File: src/rtl/i2c_target.sv
// i2c_target: MPU-6050 style I2C responder with a 16-byte
// host-loadable register window and auto-incrementing pointer.
module i2c_target #(
   parameter logic [6:0] DEV_ADDR    = 7'h68,
   parameter logic [7:0] BASE_ADDR   = 8'h3B,
   parameter logic [7:0] WHOAMI_ADDR = 8'h75,
   parameter logic [7:0] WHOAMI_VAL  = 8'h68
) (
   input  logic       clk,
   input  logic       rst,
   input  logic       scl,
   input  logic       sda_in,
   output logic       sda_oe,
   output logic       busy,
   input  logic       load_en,
   input  logic [3:0] load_addr,
   input  logic [7:0] load_data,
   output logic       wr_valid,
   output logic [7:0] wr_addr,
   output logic [7:0] wr_data
);

   typedef enum logic [3:0] {
      IDLE, ADDR, ACK_A, REG, ACK_R, WR, ACK_W, RD, RACK
   } state_t;

   state_t     state, state_n;
   logic [1:0] scl_sync, sda_sync;
   logic       scl_d, sda_d, sda_s;
   logic       scl_rise, scl_fall, start_c, stop_c;
   logic [2:0] cnt, cnt_n;
   logic [7:0] rx_sh, rx_n, rx_byte;
   logic [7:0] tx_sh, tx_n;
   logic [7:0] ptr, ptr_n;
   logic [7:0] rd_idx, rd_byte;
   logic       in_win;
   logic       rw, rw_n, busy_n;
   logic       wr_valid_n, win_we;
   logic [7:0] wr_addr_n, wr_data_n;
   logic       fall_q, oe_calc;
   logic [7:0] win [16];

   // Synchronizers idle high so reset release never fakes a bus edge
   always_ff @(posedge clk or negedge rst) begin
      if (!rst) begin
         scl_sync <= 2'b11;
         sda_sync <= 2'b11;
         scl_d    <= 1'b1;
         sda_d    <= 1'b1;
      end else begin
         scl_sync <= {scl_sync[0], scl};
         sda_sync <= {sda_sync[0], sda_in};
         scl_d    <= scl_sync[1];
         sda_d    <= sda_sync[1];
      end
   end

   assign sda_s    = sda_sync[1];
   assign scl_rise = scl_sync[1] & ~scl_d;
   assign scl_fall = ~scl_sync[1] & scl_d;
   assign start_c  = scl_sync[1] & scl_d & sda_d & ~sda_s;
   assign stop_c   = scl_sync[1] & scl_d & ~sda_d & sda_s;
   assign rx_byte  = {rx_sh[6:0], sda_s};

   assign rd_idx = ptr - BASE_ADDR;
   assign in_win = rd_idx < 8'd16;

   always_comb begin
      rd_byte = 8'h00;
      if (in_win)
         rd_byte = win[rd_idx[3:0]];
      else if (ptr == WHOAMI_ADDR)
         rd_byte = WHOAMI_VAL;
   end

   always_ff @(posedge clk or negedge rst) begin
      if (!rst) begin
         state    <= IDLE;
         cnt      <= '0;
         rx_sh    <= '0;
         tx_sh    <= '0;
         ptr      <= '0;
         rw       <= 1'b0;
         busy     <= 1'b0;
         wr_valid <= 1'b0;
         wr_addr  <= '0;
         wr_data  <= '0;
      end else begin
         state    <= state_n;
         cnt      <= cnt_n;
         rx_sh    <= rx_n;
         tx_sh    <= tx_n;
         ptr      <= ptr_n;
         rw       <= rw_n;
         busy     <= busy_n;
         wr_valid <= wr_valid_n;
         wr_addr  <= wr_addr_n;
         wr_data  <= wr_data_n;
      end
   end

   always_comb begin
      state_n    = state;
      cnt_n      = cnt;
      rx_n       = rx_sh;
      tx_n       = tx_sh;
      ptr_n      = ptr;
      rw_n       = rw;
      busy_n     = busy;
      wr_valid_n = 1'b0;
      wr_addr_n  = wr_addr;
      wr_data_n  = wr_data;
      win_we     = 1'b0;
      if (stop_c) begin
         state_n = IDLE;
         busy_n  = 1'b0;
      end else if (start_c) begin
         state_n = ADDR;
         cnt_n   = '0;
      end else begin
         case (state)
            ADDR: if (scl_rise) begin
               rx_n  = rx_byte;
               cnt_n = cnt + 3'd1;
               if (cnt == 3'd7) begin
                  cnt_n = '0;
                  if (rx_byte[7:1] == DEV_ADDR) begin
                     state_n = ACK_A;
                     rw_n    = rx_byte[0];
                     busy_n  = 1'b1;
                  end else begin
                     state_n = IDLE;
                     busy_n  = 1'b0;
                  end
               end
            end
            ACK_A: begin
               if (scl_rise) begin
                  cnt_n = 3'd1;
               end else if (scl_fall && cnt == 3'd1) begin
                  cnt_n = '0;
                  if (rw) begin
                     state_n = RD;
                     tx_n    = rd_byte;
                  end else begin
                     state_n = REG;
                  end
               end
            end
            REG: if (scl_rise) begin
               rx_n  = rx_byte;
               cnt_n = cnt + 3'd1;
               if (cnt == 3'd7) begin
                  cnt_n   = '0;
                  ptr_n   = rx_byte;
                  state_n = ACK_R;
               end
            end
            ACK_R, ACK_W: begin
               if (scl_rise) begin
                  cnt_n = 3'd1;
               end else if (scl_fall && cnt == 3'd1) begin
                  cnt_n   = '0;
                  state_n = WR;
               end
            end
            WR: if (scl_rise) begin
               rx_n  = rx_byte;
               cnt_n = cnt + 3'd1;
               if (cnt == 3'd7) begin
                  cnt_n      = '0;
                  wr_valid_n = 1'b1;
                  wr_addr_n  = ptr;
                  wr_data_n  = rx_byte;
                  win_we     = 1'b1;
                  ptr_n      = ptr + 8'd1;
                  state_n    = ACK_W;
               end
            end
            RD: begin
               if (scl_rise) begin
                  cnt_n = cnt + 3'd1;
                  if (cnt == 3'd7) begin
                     cnt_n   = '0;
                     state_n = RACK;
                  end
               end else if (scl_fall) begin
                  tx_n = {tx_sh[6:0], 1'b0};
               end
            end
            RACK: begin
               // Pointer advances per byte sent, ACKed or not
               if (scl_rise && cnt == 3'd0) begin
                  ptr_n = ptr + 8'd1;
                  if (sda_s) begin
                     state_n = IDLE;
                     busy_n  = 1'b0;
                  end else begin
                     cnt_n = 3'd1;
                  end
               end else if (scl_fall && cnt == 3'd1) begin
                  cnt_n   = '0;
                  state_n = RD;
                  tx_n    = rd_byte;
               end
            end
            default: ;
         endcase
      end
   end

   always_comb begin
      oe_calc = 1'b0;
      case (state)
         ACK_A, ACK_R, ACK_W: oe_calc = 1'b1;
         RD:                  oe_calc = ~tx_sh[7];
         default:             oe_calc = 1'b0;
      endcase
   end

   // SDA only moves one cycle after the fall has been acted on
   always_ff @(posedge clk or negedge rst) begin
      if (!rst) begin
         fall_q <= 1'b0;
         sda_oe <= 1'b0;
      end else begin
         fall_q <= scl_fall;
         if (fall_q)
            sda_oe <= oe_calc;
      end
   end

   // Bus write is applied after host load so it wins on a collision
   always_ff @(posedge clk or negedge rst) begin
      if (!rst) begin
         win <= '{default: 8'h00};
      end else begin
         if (load_en)
            win[load_addr] <= load_data;
         if (win_we && in_win)
            win[rd_idx[3:0]] <= rx_byte;
      end
   end

endmodule
File: config.mk
export PLATFORM = sky130hd
export DESIGN_NAME = i2c_target
export DESIGN_NICKNAME = d
export VERILOG_FILES = /design/src/rtl/i2c_target.sv
export SDC_FILE = /design/constraint.sdc
export NUM_CORES = 1
export LEC_CHECK = 0
export ABC_AREA = 1
export CORE_MARGIN = 2
export CORE_UTILIZATION = 30
export DETAILED_ROUTE_END_ITERATION = 8
export SYNTH_ARGS = -nofsm -noshare
export SYNTH_HDL_FRONTEND = slang
export SYNTH_SLANG_ARGS = --single-unit
File: constraint.sdc
create_clock -name clk -period 4.2 [get_ports clk]
set_clock_uncertainty 0.15 [all_clocks]
set_input_delay 0.84 -clock clk [delete_from_list [all_inputs] [get_ports clk]]
set_output_delay 0.84 -clock clk [all_outputs]
set_load 0.005 [all_outputs]
==> impl_metrics.toml <==
[finish]
fin_area_um2 = 13700
final_cell_count_no_fill = 2504
final_core_util_pct = 33.5
final_layout_size_suffix_gt1_share_pct = 5.23
syn_to_final_growth_pct = 10.0
final_nets = 1983

[global_route]
grt_pass1_wl_um = 67400
grt.total_usage_pct = 19.6
globalRoute.totalOverflow = 0
grt_pass1_vias = 11900
grt_max_degree = 99
antenna_found_initial = 1

[floorplan]
std_cell_rows = 74
core_um2 = 40900
start_util_pct = 30.4
die_area_um2 = 43200
io_pins = 36
dieHeight_um = 208
dieWidth_um = 208

[setup_path]
path_class = "reg -> reg"
critPathCaptureType = "flip-flop"
cp_data_required_time_ns = 4.39
r2r_cells = 13
crit-reg2reg-capture = "win[49]$_DFF_PN0_"
crit_arrival_ns = 3.42
r2r_slack_ns = 0.97
cp_max_fo = 48
timing.rr.start = "ptr[0]$_DFFE_PN0P_"
crit_path_start_kind = "flip-flop"

[yosys]
synth_top_area_share_pct = 36.0
synth.most_common_cell = "nand2_1"
ys_seq_area_share_pct = 37.2
yosysUniqueCellTypes = 33
yosys_warnings = 0
synth-seq-cells = 185
yosys.area.top_type = "dfrtp_1"
async_flop_share_pct = 100
synth-edff-count = 0
synth.area.top_cells = "dfrtp_1 36%, nand2_1 30%, o21ai_0 11%, nand3_1 4.2%, inv_1 3.5%"
syn_area_per_cell_um2 = 6.25
syn-num-nets = 2018
synthCells = 1993
synth.top_cells.by_count = "995 x nand2_1, 280 x o21ai_0, 179 x dfrtp_1"
netlist_area_um2 = 12500
synth-main-ff-cell = "dfrtp_1"

[clocking]
htree_levels = 4
post-cts-setup-buffers = 0
clockRootBuffer = "clkbuf_16"
path_clk_slew_ns = 0.08
cts.sinks = 185
cts_resized = 0
cts_made_buffers = 17
cts_buffer_depth = 2
clock_latency_ns = 0.46
cts_tree = "done"
cts-hold-fix-buffers = 0

[sta]
finalSetupViolations = 0
min_period_ns = 3.23
post-route-period-util_pct = 76.9
hold_violations = 0
max_freq_ghz = 0.309
slew_viol_final = 0
fin_ws_ns = 0.969
grt_setup_unrepaired = "no"
slew_headroom_pct = 21.0
hold_ws_ns = 0.214
totalNegativeSetupSlack_ns = 0
worstMarginPinSlew_ns = 1.18

[run_status]
status = "completed"

[route]
avgRoutedWirePerCell_um = 17.1
antenna_left = 0
drt-initial-drc-count = 1445
first_pass_iters = 6
viasPerCell = 5.15
wl_um = 42700
route.detailed.drc = 0
vias = 12900

[worst_hold_path]
hold_end = "sda_sync[1]$_DFF_PN1_"
min_path_type = "reg -> reg"
hold_depth = 0
min_from = "sda_sync[0]$_DFF_PN1_"

[place]
dp_cells = 2471
place_ws_ns = 0.775
placed_cell_area_um2 = 13100
dpl.hpwl_um = 26900
place.gp.congestion = 0.885
port_buffers = 35

[power]
p_int_mw = 3.37
total_power_mw = 5.10
power_frac_seq_pct = 43.2
pwr_density_cell_nw_per_um2 = 372
power.share.combinational_pct = 24.1
leakagePower_nw = 6.88
p_sw_mw = 1.73
power.share.clock_pct = 32.7
peakVddDrop_mv = 0.295
switching_share_pct = 34.0

[job]
cap_violations = 0
## layout make-up
| type | instances | area, um^2 |
|---|---|---|
| Antenna cell | 1 | 2.50 |
| Clock buffer | 19 | 433 |
| Clock inverter | 13 | 146 |
| Fill cell | 4406 | 27200 |
| Inverter | 127 | 480 |
| Multi-Input combinational cell | 1563 | 6720 |
| Sequential cell | 185 | 4640 |
| Tap cell | 532 | 666 |
| Timing Repair Buffer | 64 | 622 |
## cells by family after synthesis
| kind of cell | Yosys count | synth area share, % |
|---|---|---|
| fa+ha+maj | 8 | 0.803 |
| xor+xnor | 5 | 0.502 |
| flops | 185 | 37.2 |
| simple gates | 1205 | 38.6 |
| buf+inv | 245 | 8.85 |
| compound gates | 345 | 14.0 |
## cells in the final DEF (no fill, tap or decap), types with 3 or more instances in the layout
master | netlist | final
nand2_4 | 5 | 5
buf_12 | 0 | 4
xor2_1 | 4 | 4
nor2_4 | 4 | 4
nand2_1 | 995 | 995
clkbuf_16 | 0 | 17
clkdlybuf4s50_1 | 0 | 34
nor2_1 | 65 | 65
dfrtp_1 | 179 | 178
o21ai_1 | 41 | 41
nor2_2 | 3 | 3
clkinv_4 | 0 | 5
a21oi_1 | 17 | 17
o211ai_1 | 3 | 3
ha_1 | 8 | 8
nand2_2 | 10 | 10
inv_2 | 8 | 7
nand4_1 | 9 | 9
dfstp_2 | 6 | 6
inv_1 | 116 | 116
clkinv_2 | 0 | 3
nor3_1 | 5 | 5
nand3_1 | 105 | 105
o21ai_0 | 280 | 280
buf_4 | 15 | 25
## power groups by stage
stage	clock network, mW	logic (mW)	registers, mW
6_report	1.67	1.23	2.20
5_1_grt	1.76	1.43	2.23
4_1_cts	1.69	1.22	2.20
3_5_place_dp	0	1.21	2.23
3_3_place_gp	0	1.16	2.23
2_1_floorplan	0	0.887	2.19
## registers in the layout (all words and copies together) (netlist names)
name      flops
state         4
sda_d         1
tx_sh         8
sda_oe        1
scl_sync      2
ptr           8
wr_valid      1
fall_q        1
rw            1
busy          1
sda_sync      2
win         128
scl_d         1
wr_addr       8
wr_data       8
cnt           3
rx_sh         7
## routing by layer
metal	vias up	track usage [%]	share of wire, %	routed length [um]
li1	6207	-	-	-
met1	6107	26.0	44	18700
met2	491	32.4	46	19800
met3	90	3.01	6.9	2950
met4	0	7.21	3.0	1290
met5	-	0	0	0
## critical path, stage by stage, from the launching register on
cell	delay [ns]
dfrtp_2	0.40
buf_4	0.50
nand2_2	0.16
nand2_2	0.14
nand3_2	0.09
nand2_1	0.10
inv_1	0.04
nor2_1	0.08
nand2_1	0.13
nor2_4	0.14
clkinv_2	0.57
buf_12	0.44
nand2_1	0.10
nand2_1	0.05
## worst max-delay path by stage
stage | startpoint | endpoint
finish | ptr[0]$_DFFE_PN0P_ | win[49]$_DFF_PN0_
global placement | load_en | win[36]$_DFF_PN0_
CTS | ptr[0]$_DFFE_PN0P_ | win[34]$_DFF_PN0_
detailed placement | load_addr[3] | win[35]$_DFF_PN0_
global route | cnt[0]$_DFFE_PN0P_ | win[121]$_DFF_PN0_
floorplan | ptr[0]$_DFFE_PN0P_ | tx_sh[1]$_DFFE_PN0P_
(Power assumes the default switching activity.)
